$ cat config.mk
export PLATFORM = sky130hd
export DESIGN_NAME = mac_operand_buffer
export DESIGN_NICKNAME = d
export VERILOG_FILES = /design/src/rtl/mac_pkg.sv /design/src/rtl/mac_operand_buffer_ptr_ctr_clr.sv /design/src/rtl/mac_operand_buffer.sv
export SDC_FILE = /design/constraint.sdc
export NUM_CORES = 1
export LEC_CHECK = 0
export ABC_AREA = 0
export BUFFER_PORTS_ARGS = -buffer_cell sky130_fd_sc_hd__buf_2
export CORE_AREA = 3 3 101 103
export DETAILED_ROUTE_END_ITERATION = 7
export DIE_AREA = 0 0 104 106
export HOLD_SLACK_MARGIN = 0.12
export PLACE_DENSITY = 0.75
export SLEW_MARGIN = 20
export SYNTH_ARGS = -nofsm -noshare
export SYNTH_HDL_FRONTEND = slang
export SYNTH_SLANG_ARGS = --single-unit
$ cat constraint.sdc
create_clock -name clk -period 4.5 [get_ports clk]
set_input_delay 0.225 -clock clk [delete_from_list [all_inputs] [get_ports clk]]
set_output_delay 0.225 -clock clk [all_outputs]
set_load 0.1 [all_outputs]
$ cat src/rtl/mac_pkg.sv
// Shared types and defaults for the MAC operand buffer and its neighbours.
package mac_pkg;

    // Default operand width and buffer pointer width.
    localparam int DATA_W = 8;
    localparam int BUF_W  = 2;

    // One stored operand pair together with its accumulation-group tag.
    typedef struct packed {
        logic              last;
        logic [DATA_W-1:0] a;
        logic [DATA_W-1:0] b;
    } operand_entry_t;

endpackage

$ cat src/rtl/mac_operand_buffer_ptr_ctr_clr.sv
// Wrap-around pointer counter with enable and a synchronous clear.
// The clear has priority over the enable, so a flush always returns the pointer to 0.
module ptr_ctr_clr #(
    parameter int BufferWidth = 2
)(
    input  logic                   clk,
    input  logic                   rst,
    input  logic                   clr,
    input  logic                   EN,
    output logic [BufferWidth-1:0] Pointer
);

    localparam logic [BufferWidth-1:0] PtrZero = BufferWidth'(0);
    localparam logic [BufferWidth-1:0] PtrOne  = BufferWidth'(1);

    logic [BufferWidth-1:0] ptr_d;
    logic [BufferWidth-1:0] ptr_q;

    // Next pointer: clear, advance with natural wrap, or hold.
    always_comb begin
        ptr_d = ptr_q;
        if (clr) begin
            ptr_d = PtrZero;
        end else if (EN) begin
            ptr_d = ptr_q + PtrOne;
        end else begin
            ptr_d = ptr_q;
        end
    end

    // Pointer register with asynchronous reset.
    always_ff @(posedge clk or posedge rst) begin
        if (rst) begin
            ptr_q <= PtrZero;
        end else begin
            ptr_q <= ptr_d;
        end
    end

    assign Pointer = ptr_q;

endmodule

$ cat src/rtl/mac_operand_buffer.sv
// Circular operand buffer feeding the MAC datapath.
// Pairs are accepted over valid/ready, stored in a small register array and
// presented first-word-fall-through: the oldest entry is always on out_*.
// Occupancy is tracked in a registered count; full/empty are decoded from it.
module mac_operand_buffer
    import mac_pkg::*;
#(
    parameter int BufferWidth = BUF_W,
    parameter int DataWidth   = DATA_W
)(
    input  logic                 clk,
    input  logic                 rst,
    input  logic                 flush,
    input  logic                 in_valid,
    output logic                 in_ready,
    input  logic [DataWidth-1:0] in_a,
    input  logic [DataWidth-1:0] in_b,
    input  logic                 in_last,
    output logic                 out_valid,
    input  logic                 out_ready,
    output logic [DataWidth-1:0] out_a,
    output logic [DataWidth-1:0] out_b,
    output logic                 out_last,
    output logic [BufferWidth:0] count,
    output logic                 full,
    output logic                 empty
);

    localparam int Depth = 2 ** BufferWidth;
    localparam logic [BufferWidth:0] CountMax  = (BufferWidth + 1)'(Depth);
    localparam logic [BufferWidth:0] CountOne  = (BufferWidth + 1)'(1);
    localparam logic [BufferWidth:0] CountZero = (BufferWidth + 1)'(0);

    // Storage word sized by the instance's DataWidth.
    typedef struct packed {
        logic                 last;
        logic [DataWidth-1:0] a;
        logic [DataWidth-1:0] b;
    } entry_t;

    entry_t                 mem_q [Depth];
    entry_t                 mem_d [Depth];
    logic [BufferWidth:0]   count_q;
    logic [BufferWidth:0]   count_d;
    logic [BufferWidth-1:0] wr_ptr_s;
    logic [BufferWidth-1:0] rd_ptr_s;
    logic                   push_s;
    logic                   pop_s;
    logic                   full_s;
    logic                   empty_s;
    entry_t                 entry_in_s;
    entry_t                 entry_out_s;

    assign full_s  = (count_q == CountMax);
    assign empty_s = (count_q == CountZero);

    // A flush cycle neither accepts nor consumes anything.
    assign push_s = in_valid & ~full_s & ~flush;
    assign pop_s  = out_ready & ~empty_s & ~flush;

    assign entry_in_s  = '{last: in_last, a: in_a, b: in_b};
    assign entry_out_s = mem_q[rd_ptr_s];

    // Write pointer advances on every accepted pair.
    ptr_ctr_clr #(.BufferWidth(BufferWidth)) u_wr_ptr (
        .clk     (clk),
        .rst     (rst),
        .clr     (flush),
        .EN      (push_s),
        .Pointer (wr_ptr_s)
    );

    // Read pointer advances on every consumed pair.
    ptr_ctr_clr #(.BufferWidth(BufferWidth)) u_rd_ptr (
        .clk     (clk),
        .rst     (rst),
        .clr     (flush),
        .EN      (pop_s),
        .Pointer (rd_ptr_s)
    );

    // Next occupancy: flush clears, push-only increments, pop-only decrements.
    always_comb begin
        count_d = count_q;
        if (flush) begin
            count_d = CountZero;
        end else begin
            case ({push_s, pop_s})
                2'b10:   count_d = count_q + CountOne;
                2'b01:   count_d = count_q - CountOne;
                default: count_d = count_q;
            endcase
        end
    end

    // Occupancy register with asynchronous reset.
    always_ff @(posedge clk or posedge rst) begin
        if (rst) begin
            count_q <= CountZero;
        end else begin
            count_q <= count_d;
        end
    end

    // Next storage contents: only the slot under the write pointer may change.
    always_comb begin
        for (int i = 0; i < Depth; i++) begin
            mem_d[i] = mem_q[i];
        end
        if (push_s) begin
            mem_d[wr_ptr_s] = entry_in_s;
        end else begin
            mem_d[wr_ptr_s] = mem_q[wr_ptr_s];
        end
    end

    // Storage array; deliberately not reset, contents are only meaningful when counted.
    always_ff @(posedge clk) begin
        for (int i = 0; i < Depth; i++) begin
            mem_q[i] <= mem_d[i];
        end
    end

    assign in_ready  = ~full_s;
    assign out_valid = ~empty_s;
    assign full      = full_s;
    assign empty     = empty_s;
    assign count     = count_q;
    assign out_a     = entry_out_s.a;
    assign out_b     = entry_out_s.b;
    assign out_last  = entry_out_s.last;

endmodule

==> Word level (Yosys, flattened, before mapping) <==
Memories as Yosys holds them, arrays and structs flattened.
Cells that the tools add are included.
{ "word_totals": {"reg_bits": 7, "latchBits": 0, "ramBits": 68, "mem_bits_ro": 0, "in_bits": 22, "out_inout_bits": 24, "n_memories": 1} }
{ "mem_list": {"columns": ["memory", "depth", "width", "read_ports", "rd_clocked_by_memory_dff", "write_ports", "line_no", "rtl"], "rows": [
  ["mem_q", 4, 17, 6, 0, 4, "mac_operand_buffer.sv:41", "entry_t mem_q [Depth];"]
]} }
{ "op_classes": {"add_sub_neg": 4, "n_mul": 0, "div": 0, "magnitude_cmp": 2, "n_eq_ne": 3, "n_shift": 0, "muxes": 11, "n_bitwise": 8, "n_reduce_logical": 5} }
{ "op_table": {"columns": ["cell", "count"], "rows": [
  ["$bwmux W68", 2],
  ["$mux W68", 1],
  ["$demux W17 S2", 1],
  ["$mux W17", 1],
  ["$mux W2", 4],
  ["$pmux W3 S2", 1],
  ["$add A2 B1 Y2 const B", 2],
  ["$and A1 B1 Y1", 4],
  ["$reduce_bool A2 Y1", 2],
  ["$add A3 B1 Y3 const B", 1],
  ["$eq A3 B3 Y1 const B", 1],
  ["$ge A3 B3 Y1 const B", 1],
  ["$logic_not A3 Y1", 1],
  ["$lt A3 B1 Y1 const B", 1],
  ["$mux W3", 1],
  ["$not A1 Y1", 3],
  ["$not A2 Y3", 1],
  ["$reduce_bool A3 Y1", 1],
  ["$sub A3 B1 Y3 const B", 1],
  ["$eq A2 B1 Y1 const B", 1],
  ["$eq A2 B2 Y1 const B", 1],
  ["$logic_and A1 B1 Y1", 1]
]} }

==> Logic depth before layout (Yosys ltp) <==
{ "depth": {"depth_word": 7, "depth_mapped": 7, "mapped_depth_nobuf": 6} }

==> By module <==
A second synthesis with hierarchy kept.
{ "unflattened": {"cells_unflattened": 329, "area_unflattened_um2": 3975.1} }
{ "modules_own_cells": {"columns": ["module", "n_inst", "cells_per_inst", "area_per_inst_um2"], "rows": [
  ["mac_operand_buffer", 1, 313, 3789.9],
  ["ptr_ctr_clr", 2, 8, 92.6]
]} }

==> Least setup slack after synthesis <==
Ideal clock, no wire load.
{ "synth_path": {"path_kind": "register to output", "startpoint": "register count_q[1] (netlist: count[1])", "endpoint": "output empty", "t_arrival_ns": 2.716, "path_slack_ns": 1.559, "path_stages_with_launch": 4, "n_path_buf": 1, "path_cell_list": "dfrtp_1 -> clkbuf_1 -> or3_1 -> inv_1"} }
{ "synth_between": {"elab_chain_cells": 1} }
{ "synth_rtl": {"columns": ["item", "line_no", "rtl"], "rows": [
  ["from (decl)", "mac_operand_buffer.sv:43", "logic [BufferWidth:0] count_q;"],
  ["from (signal assigned)", "mac_operand_buffer.sv:99", "count_q <= CountZero;"],
  ["from (signal assigned)", "mac_operand_buffer.sv:101", "count_q <= count_d;"],
  ["$logic_not A3 Y1", "mac_operand_buffer.sv:55", "assign empty_s = (count_q == CountZero);"],
  ["to (decl)", "mac_operand_buffer.sv:26", "output logic empty"]
]} }
No other way between the ends.

==> Worst setup path after layout <==
{ "layout_path": {"startpoint": "register count_q[0] (netlist: count[0])", "endpoint": "output full"} }
{ "layout_between": {"elab_chain_cells": 1} }
{ "layout_rtl": {"columns": ["item", "line_no", "rtl"], "rows": [
  ["$eq A3 B3 Y1", "mac_operand_buffer.sv:54", "assign full_s = (count_q == CountMax);"],
  ["to (decl)", "mac_operand_buffer.sv:25", "output logic full,"]
]} }
No other way between the ends.

==> impl_metrics.json <==
{
  "end_kind": "output pin",
  "via_count": 2686,
  "post-cts-setup-buffers": 0,
  "ys.flop_type": "edfxtp_1",
  "mappedNetlistArea_sq_um": 4230,
  "path_clk_slew_ns": 0.08,
  "gp_congestion": 0.810,
  "critPathMaxFanout": 22,
  "row_count": 35,
  "numCtsBuffers": 9,
  "path_class": "reg -> out",
  "start_util": 0.456,
  "p_per_area_nw_per_um2": 542,
  "cts_tree": "yes",
  "wirelength_mm": 8.89,
  "cts.sinks": 75,
  "vdd_ir_drop_max_uv": 348,
  "synth_edf_count": 68,
  "hold_viol_final": 0,
  "fin_cells": 462,
  "yosys.area.top_type": "edfxtp_1",
  "routedWlPerCell_um": 19.2,
  "drc_errors": 0,
  "dp_cells": 445,
  "setup_violations": 0,
  "tns_ns": 0,
  "synthCells": 287,
  "antenna_found_initial": 0,
  "drv_cap": 0,
  "slew_violations": 0,
  "antennaDiodeCount": 0,
  "clockRootBuffer": "clkbuf_8",
  "skew_ns": 0.00635,
  "dr.pass1.iters": 4,
  "synth_area_per_cell_sq_um": 14.7,
  "hpwl_mm": 5.74,
  "grt_pass1_vias": 2778,
  "yosysSeqAreaShare": 0.524,
  "core_area_sq_um": 9280,
  "synth.area.top_cells": "edfxtp_1 (48%), mux4_2 (18%), a21boi_1 (12%)",
  "ant_nets": 0,
  "cp.required_ns": 4.28,
  "grt_max_degree": 27,
  "cts_max_path_buffers": 2,
  "num-fill-cells": 818,
  "rsz0062_at_grt": "false",
  "yosysTopAreaCellShare": 0.483,
  "detail_route.iter0.violations": 175,
  "pin_count": 46,
  "die_area_sq_um": 11000,
  "clock_latency_ns": 0.34,
  "dieWidth_um": 104,
  "final_nets": 355,
  "synthArstFlopShare": 0.0933,
  "grt_overflow": 0,
  "portBuffers": 45,
  "min_path_type": "in -> reg",
  "final.min_clock_period_ns": 2.64,
  "ys_types": 39,
  "vias_per_cell": 5.81,
  "fmax_mhz": 379,
  "track_usage": 0.168,
  "synth.net_count": 314,
  "relSlewSlack": 0.327,
  "ys_ff_latch": 75,
  "leakage_nw": 1.61,
  "grt_pass1_wl_mm": 14.4,
  "syn2layout_area_growth_pct": 12.5,
  "ys_warn_count": 0,
  "crit_arrival_ns": 2.41,
  "status": "completed",
  "startpoint_type": "flop",
  "synthTopCellsByCount": "a21boi_1 (68), edfxtp_1 (68), mux4_2 (34)",
  "h-tree-depth": 3,
  "drive_gt1_frac": 0.369,
  "fin_crit_sh": 0.586,
  "die_y_um": 106,
  "worst_slew_pin_slew_ns": 1.01
}
## metal layers
| layer | track usage | part of all wire |
|---|---|---|
| met5 | 0 | 0 |
| met4 | 0.0598 | 0.011 |
| met3 | 0.0164 | 0.042 |
| met2 | 0.309 | 0.55 |
| met1 | 0.206 | 0.40 |
## metrics by stage
stage	total power [mW]	util	hold WS (ns)	instance area [sq um]	setup slack [ns]
2_1_floorplan	1.90	-	0.0284	4230	1.56
3_5_place_dp	2.05	0.489	0.173	4540	2.07
4_1_cts	2.60	0.512	0.184	4760	1.84
5_1_grt	2.68	0.512	0.197	4760	1.77
6_report	2.58	0.512	0.194	4760	1.86
3_3_place_gp	2.03	0.489	0.167	4540	2.20
## cell families after synthesis
| family | after synthesis | synth area share |
|---|---|---|
| compound gates | 103 | 0.186 |
| xor+xnor | 3 | 0.00621 |
| fa+ha+maj | 5 | 0.0166 |
| buf+inv | 32 | 0.0399 |
| flops | 75 | 0.524 |
| mux | 35 | 0.184 |
| simple gates | 34 | 0.0435 |
## flip-flops by register name (all words and copies together) (netlist names)
signal and cells:
count 3, mem_q 68, u_rd_ptr.Pointer 2, u_wr_ptr.Pointer 2
## power by group
group / internal, mW / switching, mW
Sequential: 0.861 / 0.0622
Combinational: 0.298 / 0.808
Clock: 0.308 / 0.242
Total: 1.47 / 1.11
## worst paths after layout
path | from | endpoint | slack (ns) | cells after the start
worst min register to register | count[2] | count[2] | 0.68 | 1
worst max register to register | u_wr_ptr.Pointer[1] | mem_q[3][11] | 2.06 | 3
worst min-delay path | flush | count[0] | 0.19 | 2
worst max-delay path | count[0] | full | 1.86 | 3
min in group asynchronous | rst | count[0] | 0.35 | 3
max in group asynchronous | rst | u_wr_ptr.Pointer[0] | 3.93 | 3
## worst max-delay path, stage by stage, from the launching register on
cell      delay, ns
dfrtp_1        0.52
or3b_4         0.61
clkinv_2       0.41
buf_2          0.52
## cell type report
class                           count  area (sq um)  area share
Clock inverter                      6          80.1      0.0168
Multi-Input combinational cell    180          1840       0.388
Sequential cell                    75          2220       0.466
Tap cell                          129           161      0.0339
Clock buffer                       10           128      0.0268
Timing Repair Buffer               54           295      0.0621
Inverter                            8          31.3     0.00658
## repair_timing
action / CTS / global route
hold buffers: 1 / 0
hold endpoints to repair: 7 / 0
setup endpoints to repair: 0 / 0
resized for setup: 0 / 0
## layout by cell type (no fill, tap or decap), types with 4 or more instances in the layout
master    instances
a21boi_1         68
edfxtp_1         68
buf_2            45
mux4_2           34
nand3_1          20
o21ai_2          17
clkbuf_8          9
buf_4             8
inv_1             7
dfrtp_1           7
a21oi_1           4
ha_1              4
No activity file was read; power rests on OpenSTA's default activity.
